--- config.mk ---
export PLATFORM = sky130hd
export DESIGN_NAME = mem_access_unit
export DESIGN_NICKNAME = d
export VERILOG_FILES = /design/src/rtl/mem_access_unit.sv
export SDC_FILE = /design/constraint.sdc
export NUM_CORES = 1
export LEC_CHECK = 0
export ABC_AREA = 0
export CORE_ASPECT_RATIO = 0.8
export CORE_UTILIZATION = 45
export CTS_BUF_LIST = sky130_fd_sc_hd__clkbuf_8 sky130_fd_sc_hd__clkbuf_16
export CTS_CLUSTER_DIAMETER = 60
export DETAILED_ROUTE_END_ITERATION = 10
export PLACE_DENSITY = 0.84
export SLEW_MARGIN = 25
export SYNTH_ARGS = -nofsm -noshare
export SYNTH_HDL_FRONTEND = slang
export SYNTH_SLANG_ARGS = --single-unit
--- constraint.sdc ---
create_clock -name clk -period 2.2 [get_ports clk]
set_clock_uncertainty 0.15 [all_clocks]
set_input_delay 0.22 -clock clk [delete_from_list [all_inputs] [get_ports clk]]
set_output_delay 0.22 -clock clk [all_outputs]
set_load 0.01 [all_outputs]
--- src/rtl/mem_access_unit.sv ---
// Memory-stage load/store unit: turns M-stage load/store controls into a byte-lane
// req/ready memory access, stalls the pipeline while it runs, and formats load data.
`timescale 1ns/1ps
module mem_access_unit #(
   parameter int XLEN     = 32,
   parameter int MAX_WAIT = 15
) (
   input  logic            clk,
   input  logic            reset,
   input  logic            MemReadM,
   input  logic            MemWriteM,
   input  logic [2:0]      funct3M,
   input  logic [XLEN-1:0] ALUResultM,
   input  logic [XLEN-1:0] WriteDataM,
   output logic            mem_req,
   output logic            mem_we,
   output logic [XLEN-1:0] mem_addr,
   output logic [3:0]      mem_be,
   output logic [XLEN-1:0] mem_wdata,
   input  logic [XLEN-1:0] mem_rdata,
   input  logic            mem_ready,
   output logic [XLEN-1:0] ReadDataM,
   output logic            StallM,
   output logic            ErrM
);

   localparam int CW = $clog2(MAX_WAIT + 1);
   localparam logic [CW-1:0] WAIT_LAST = CW'(MAX_WAIT - 1);

   typedef enum logic [1:0] {CLEAR, IDLE, BUSY, DONE} state_t;

   state_t            state_q, state_d;
   logic              mem_req_q, mem_req_d;
   logic              mem_we_q, mem_we_d;
   logic [XLEN-1:0]   mem_addr_q, mem_addr_d;
   logic [3:0]        mem_be_q, mem_be_d;
   logic [XLEN-1:0]   mem_wdata_q, mem_wdata_d;
   logic [XLEN-1:0]   read_data_q, read_data_d;
   logic              err_q, err_d;
   logic [CW-1:0]     wait_cnt_q, wait_cnt_d;
   logic [2:0]        f3_q, f3_d;
   logic [1:0]        off_q, off_d;

   logic              access;
   logic              f3_legal;
   logic              misaligned;
   logic              ok_access;
   logic [3:0]        be_new;
   logic [XLEN-1:0]   wdata_new;
   logic [7:0]        byte_sel;
   logic [15:0]       half_sel;
   logic [XLEN-1:0]   load_fmt;

   assign access = MemReadM | MemWriteM;

   // A simultaneous read+write is treated as a store, so legality follows the store table.
   always_comb begin
      if (MemWriteM) begin
         f3_legal = (funct3M[2] == 1'b0) && (funct3M[1:0] != 2'b11);
      end else begin
         f3_legal = (funct3M != 3'b011) && (funct3M != 3'b110) && (funct3M != 3'b111);
      end
   end

   assign misaligned = ((funct3M[1:0] == 2'b01) && ALUResultM[0]) ||
                       ((funct3M[1:0] == 2'b10) && (ALUResultM[1:0] != 2'b00));
   assign ok_access  = access && f3_legal && !misaligned;

   always_comb begin
      be_new    = 4'b1111;
      wdata_new = WriteDataM;
      case (funct3M[1:0])
         2'b00: begin
            if (MemWriteM) be_new = 4'b0001 << ALUResultM[1:0];
            wdata_new = {4{WriteDataM[7:0]}};
         end
         2'b01: begin
            if (MemWriteM) be_new = 4'b0011 << ALUResultM[1:0];
            wdata_new = {2{WriteDataM[15:0]}};
         end
         default: ;
      endcase
   end

   assign byte_sel = mem_rdata[{off_q, 3'b000} +: 8];
   assign half_sel = mem_rdata[{off_q[1], 4'b0000} +: 16];

   always_comb begin
      case (f3_q)
         3'b000:  load_fmt = {{(XLEN-8){byte_sel[7]}}, byte_sel};
         3'b001:  load_fmt = {{(XLEN-16){half_sel[15]}}, half_sel};
         3'b100:  load_fmt = {{(XLEN-8){1'b0}}, byte_sel};
         3'b101:  load_fmt = {{(XLEN-16){1'b0}}, half_sel};
         default: load_fmt = mem_rdata;
      endcase
   end

   always_comb begin
      state_d     = state_q;
      mem_req_d   = mem_req_q;
      mem_we_d    = mem_we_q;
      mem_addr_d  = mem_addr_q;
      mem_be_d    = mem_be_q;
      mem_wdata_d = mem_wdata_q;
      read_data_d = read_data_q;
      err_d       = 1'b0;
      wait_cnt_d  = wait_cnt_q;
      f3_d        = f3_q;
      off_d       = off_q;
      StallM      = 1'b0;
      case (state_q)
         CLEAR: state_d = IDLE;
         IDLE: begin
            if (ok_access) begin
               StallM      = 1'b1;
               mem_req_d   = 1'b1;
               mem_we_d    = MemWriteM;
               mem_addr_d  = {ALUResultM[XLEN-1:2], 2'b00};
               mem_be_d    = be_new;
               mem_wdata_d = wdata_new;
               f3_d        = funct3M;
               off_d       = ALUResultM[1:0];
               wait_cnt_d  = '0;
               state_d     = BUSY;
            end else if (access) begin
               err_d = 1'b1;
            end
         end
         BUSY: begin
            StallM = 1'b1;
            if (mem_ready) begin
               mem_req_d = 1'b0;
               if (!mem_we_q) read_data_d = load_fmt;
               state_d = DONE;
            end else begin
               wait_cnt_d = wait_cnt_q + CW'(1);
               if (wait_cnt_q == WAIT_LAST) begin
                  mem_req_d = 1'b0;
                  err_d     = 1'b1;
                  state_d   = DONE;
               end
            end
         end
         DONE: begin
            wait_cnt_d = '0;
            state_d    = IDLE;
         end
         default: state_d = CLEAR;
      endcase
   end

   // Falling-edge update keeps this unit in step with the pipeline registers.
   always_ff @(negedge clk or negedge reset) begin
      if (!reset) begin
         state_q     <= CLEAR;
         mem_req_q   <= 1'b0;
         mem_we_q    <= 1'b0;
         mem_addr_q  <= '0;
         mem_be_q    <= 4'b0000;
         mem_wdata_q <= '0;
         read_data_q <= '0;
         err_q       <= 1'b0;
         wait_cnt_q  <= '0;
         f3_q        <= 3'b000;
         off_q       <= 2'b00;
      end else begin
         state_q     <= state_d;
         mem_req_q   <= mem_req_d;
         mem_we_q    <= mem_we_d;
         mem_addr_q  <= mem_addr_d;
         mem_be_q    <= mem_be_d;
         mem_wdata_q <= mem_wdata_d;
         read_data_q <= read_data_d;
         err_q       <= err_d;
         wait_cnt_q  <= wait_cnt_d;
         f3_q        <= f3_d;
         off_q       <= off_d;
      end
   end

   assign mem_req   = mem_req_q;
   assign mem_we    = mem_we_q;
   assign mem_addr  = mem_addr_q;
   assign mem_be    = mem_be_q;
   assign mem_wdata = mem_wdata_q;
   assign ReadDataM = read_data_q;
   assign ErrM      = err_q;

endmodule

==> qor.yml, run 1 <==
placement:
  place.port_buffers: 205
  gp_routability_congestion: 0.9201
  placedCellCount: 926
  place.detailed.hpwl_um: 13600
  place_worst_setup_slack_ns: -1.484
detailed_routing:
  viasPerCell: 5.808
  drt_pre_antenna_iters: 5
  detail-route-antenna-nets: 0
  routedWlPerCell_um: 23.08
  drc: 0
  iter_0_drt_violations: 428
  dr_total_vias: 6064
  wirelength_um: 24100
finish:
  final_layout_size_suffix_gt1_frac: 0.5346
  instances_no_fill: 1044
  area_growth_syn_to_layout_pct: 80.63
  layout.filler_cells: 566
  final_nets: 1004
  n_antenna_cell: 0
timing:
  worst_slack_ns: -0.7789
  setup-tns-final_ns: -70.60
  maxSlewViolCount: 0
  finalSetupViolations: 206
  setup_repair_after_global_routing_missed_its_margin: "yes"
  hold_violations: 0
  timing.hold.ws_ns: 0.3066
  rel_slew_slack: 0.5840
  worstMarginPinSlew_ns: 0.6234
power:
  p_switching_mw: 5.073
  power_switching_share: 0.3911
  power_per_cell_area_nw_per_um2: 1290
  leakagePower_nw: 4.739
  p_int_mw: 7.899
  peakVddDrop_uv: 794.5
  power_frac_seq: 0.303
  pwr-share-clk: 0.127
  comb_power_share: 0.570
clock_network:
  clkSlewWorstSetupHoldPaths_ns: 0.06
  clock_tree.buffer_depth: 2
  post_cts_hold_buffer_count: 0
  root_buffer: "sky130_fd_sc_hd__clkbuf_16"
  clock_tree.htree_level_count: 3
  tritoncts: "yes"
  insertion_delay_ns: 0.36
  numCtsBuffers: 9
  cts_num_sinks: 112
floorplanning:
  placement_rows: 35
  floorplan.initialDensity: 0.4727
  vert_die_dim_um: 101.5
  floorplan.core_area_um2: 11780
  floorplan.die.width_um: 126.4
  io_pins: 208
  design.die.area_um2: 12820
setup_path:
  cp-start-kind: "register"
  path_buf_inv: 2
  path_delay_family: "flip-flops"
  critPathLaunch: "state_q[0]"
  critical_path.endpoint_type: "output port"
  critical_path.max_stage_delay_ns: 0.50
  worst_path_max_delay_cell: "sky130_fd_sc_hd__dfrtn_1"
  worst-r2r-setup-slack_ns: -0.15
  timing.setup.critical_path_class: "reg2out"
  crit_path_cell_trace: "inv_2 > ha_4 > a21boi_4 > buf_6"
  critical_path.reg2reg.startpoint: "state_q[0]"
  arrival_ns: 2.61
  crit_fanout: 3
  worst_r2r_endpoint: "mem_addr[7]"
  cp.required_ns: 1.83
  ff2ff_path_depth: 9
global_route:
  largest_net_degree_at_the_start_of_global_routing: 36
  globalRouteTotalUtil: 0.3250
  global_route_wire_length_before_repair_um: 31700
  antenna_found_initial: 0
  first_global_vias: 5958
  gr-total-overflow: 0
logic_synthesis:
  synth_seq_area_share: 0.5034
  syn_area_um2: 5568
  synth_seq_cells: 112
  synth_area_per_cell_um2: 10.63
  syn_inst: 524
  synth-main-ff-cell: "sky130_fd_sc_hd__dfrtn_1"
  synth.largest_area_cell: "sky130_fd_sc_hd__dfrtn_1"
  synth_top_area_frac: 0.5034
  synth_common_cells: "sky130_fd_sc_hd__dfrtn_1, sky130_fd_sc_hd__o21ai_0, sky130_fd_sc_hd__mux2_2"
  yosys_warnings: 0
  asr_flop_ratio_synth: 1.000
  synth_edf_count: 0
  synth.distinct_cells: 49
  synth_most_common_cell: "sky130_fd_sc_hd__dfrtn_1"
  most_area_consuming_cells_after_synthesis: "sky130_fd_sc_hd__dfrtn_1, sky130_fd_sc_hd__mux2_2, sky130_fd_sc_hd__o21ai_0"
status:
  outcome: "finished, violations left"
  failed_checks: "negative setup slack"
min_path:
  worst_hold_path.num_cells: 1
  hold_path.startpoint: "mem_wdata[3]"
  min_delay_worst_endpoint: "mem_wdata[3]"
  min-delay-path-class: "reg2reg"
job:
  max_cap_violations: 0
## power groups by stage
stage | Sequential (mW) | Combinational [mW] | Clock (mW)
after floorplan | 4.09 | 2.40 | 0
after global placement | 3.79 | 5.66 | 0
after detailed placement | 3.83 | 5.86 | 0
after CTS | 3.82 | 6.20 | 1.61
after global routing | 4.02 | 7.73 | 1.72
final | 3.93 | 7.39 | 1.65
## repair_timing
| item | 4_1_cts | 5_1_grt |
|---|---|---|
| resized for setup | 592 | 100 |
| pin swaps | 25 | 25 |
| endpoints found under the hold margin | 0 | 0 |
| buffers inserted | 52 | 54 |
| endpoints found under the setup margin | 214 | 213 |
| cloned | 6 | 2 |
## kinds of logic (layout without fill, tap and decap cells)
group | after synthesis | after routing | synth area share
adder cells (fa/ha/maj) | 9 | 9 | 0.02023
other | 1 | 2 | 0.0006735
buffers and inverters | 49 | 420 | 0.04472
multiplexers | 87 | 87 | 0.1728
AND/OR/NAND/NOR | 128 | 128 | 0.1097
AO/OA/AOI/OAI | 138 | 138 | 0.1485
flip-flops | 112 | 112 | 0.5034
## stage by stage
step / power, mW / cell area [um^2] / utilization
after global routing: 13.46 / 10060 / 0.8537
final: 12.97 / 10060 / 0.8537
after global placement: 9.448 / 8630 / 0.7326
after floorplan: 6.489 / 5878 / -
after CTS: 11.63 / 9432 / 0.8006
after detailed placement: 9.685 / 8630 / 0.7326
## layout by cell type, fill, tap and decap left out, types with 3 or more instances in the layout
cell                              count
sky130_fd_sc_hd__nand2b_1             4
sky130_fd_sc_hd__a21oi_2             22
sky130_fd_sc_hd__dlygate4sd2_1       18
sky130_fd_sc_hd__clkdlybuf4s50_1     70
sky130_fd_sc_hd__o21ai_0             16
sky130_fd_sc_hd__ha_4                 4
sky130_fd_sc_hd__buf_6               44
sky130_fd_sc_hd__inv_6                3
sky130_fd_sc_hd__buf_8                6
sky130_fd_sc_hd__nor2_1              30
sky130_fd_sc_hd__a21oi_4              4
sky130_fd_sc_hd__o21ai_2             25
sky130_fd_sc_hd__o21ai_1             21
sky130_fd_sc_hd__nand2_1             51
sky130_fd_sc_hd__a211o_1              7
sky130_fd_sc_hd__o21ai_4              4
sky130_fd_sc_hd__a211oi_1             7
sky130_fd_sc_hd__buf_2               76
sky130_fd_sc_hd__mux2_4              51
sky130_fd_sc_hd__buf_4              150
sky130_fd_sc_hd__mux2i_1             25
sky130_fd_sc_hd__dlymetal6s2s_1       4
sky130_fd_sc_hd__clkbuf_16           11
sky130_fd_sc_hd__a211oi_2             8
sky130_fd_sc_hd__buf_16               3
sky130_fd_sc_hd__ha_1                 5
sky130_fd_sc_hd__buf_12              17
sky130_fd_sc_hd__nor2b_1              3
sky130_fd_sc_hd__nor3b_2              6
sky130_fd_sc_hd__inv_1                6
sky130_fd_sc_hd__a21oi_1              5
sky130_fd_sc_hd__inv_2                3
sky130_fd_sc_hd__and3b_1              7
sky130_fd_sc_hd__mux2_2               9
sky130_fd_sc_hd__nor2_2               7
sky130_fd_sc_hd__dfrtn_1            112
## metal layers
layer	up-vias	GRT usage	routed length, um
met1	2962	0.3945	9060
met5	-	0	0
li1	2580	-	-
met3	99	0.06339	1989
met4	0	0.1177	1284
met2	423	0.5818	11760
## registers in the layout (all words and copies together), names as in the netlist
signal,flops
mem_wdata,32
wait_cnt_q,4
off_q,2
state_q,2
mem_addr,30
ErrM,1
f3_q,3
mem_req,1
ReadDataM,32
mem_be,4
mem_we,1
## how the worst max path moves through the flow
| stage | endpoint | slack, ns | cells after the start |
|---|---|---|---|
| final | StallM | -0.78 | 4 |
| after CTS | StallM | -0.74 | 4 |
| after global placement | mem_addr[31] | -1.40 | 8 |
| after detailed placement | mem_addr[31] | -1.48 | 8 |
| after floorplan | mem_addr[10] | -0.78 | 7 |
| after global routing | StallM | -0.81 | 4 |
## worst register-to-register path: stages (launching register included)
cell and delay, ns:
sky130_fd_sc_hd__dfrtn_1 0.50, sky130_fd_sc_hd__ha_4 0.18, sky130_fd_sc_hd__buf_4 0.11, sky130_fd_sc_hd__buf_4 0.24, sky130_fd_sc_hd__inv_1 0.14, sky130_fd_sc_hd__nor2_4 0.16, sky130_fd_sc_hd__buf_12 0.16, sky130_fd_sc_hd__buf_12 0.13
sky130_fd_sc_hd__buf_16 0.12, sky130_fd_sc_hd__mux2_4 0.30
## final cells by class
| type | instances | area (um^2) | area share |
|---|---|---|---|
| inverter | 11 | 68.82 | 0.006843 |
| sequential | 112 | 2803 | 0.2787 |
| tap | 148 | 185.2 | 0.01841 |
| clock inverter | 7 | 53.80 | 0.005350 |
| clock buffer | 9 | 225.2 | 0.02239 |
| multi-input combinational | 364 | 3216 | 0.3197 |
| timing repair buffer | 393 | 3506 | 0.3486 |
No activity file was read; power rests on OpenSTA's default activity.
==> run 2: changes to the inputs <==
- ABC_AREA: 0 -> not set
==> results of run 2 <==
No change in the layout: final DEF, timing and power equal those of run 1.
==> run 3: changes to the inputs <==
- CTS_CLUSTER_SIZE: not set -> 20
==> results of run 3 <==
No change in the layout: final DEF, timing and power equal those of run 1.
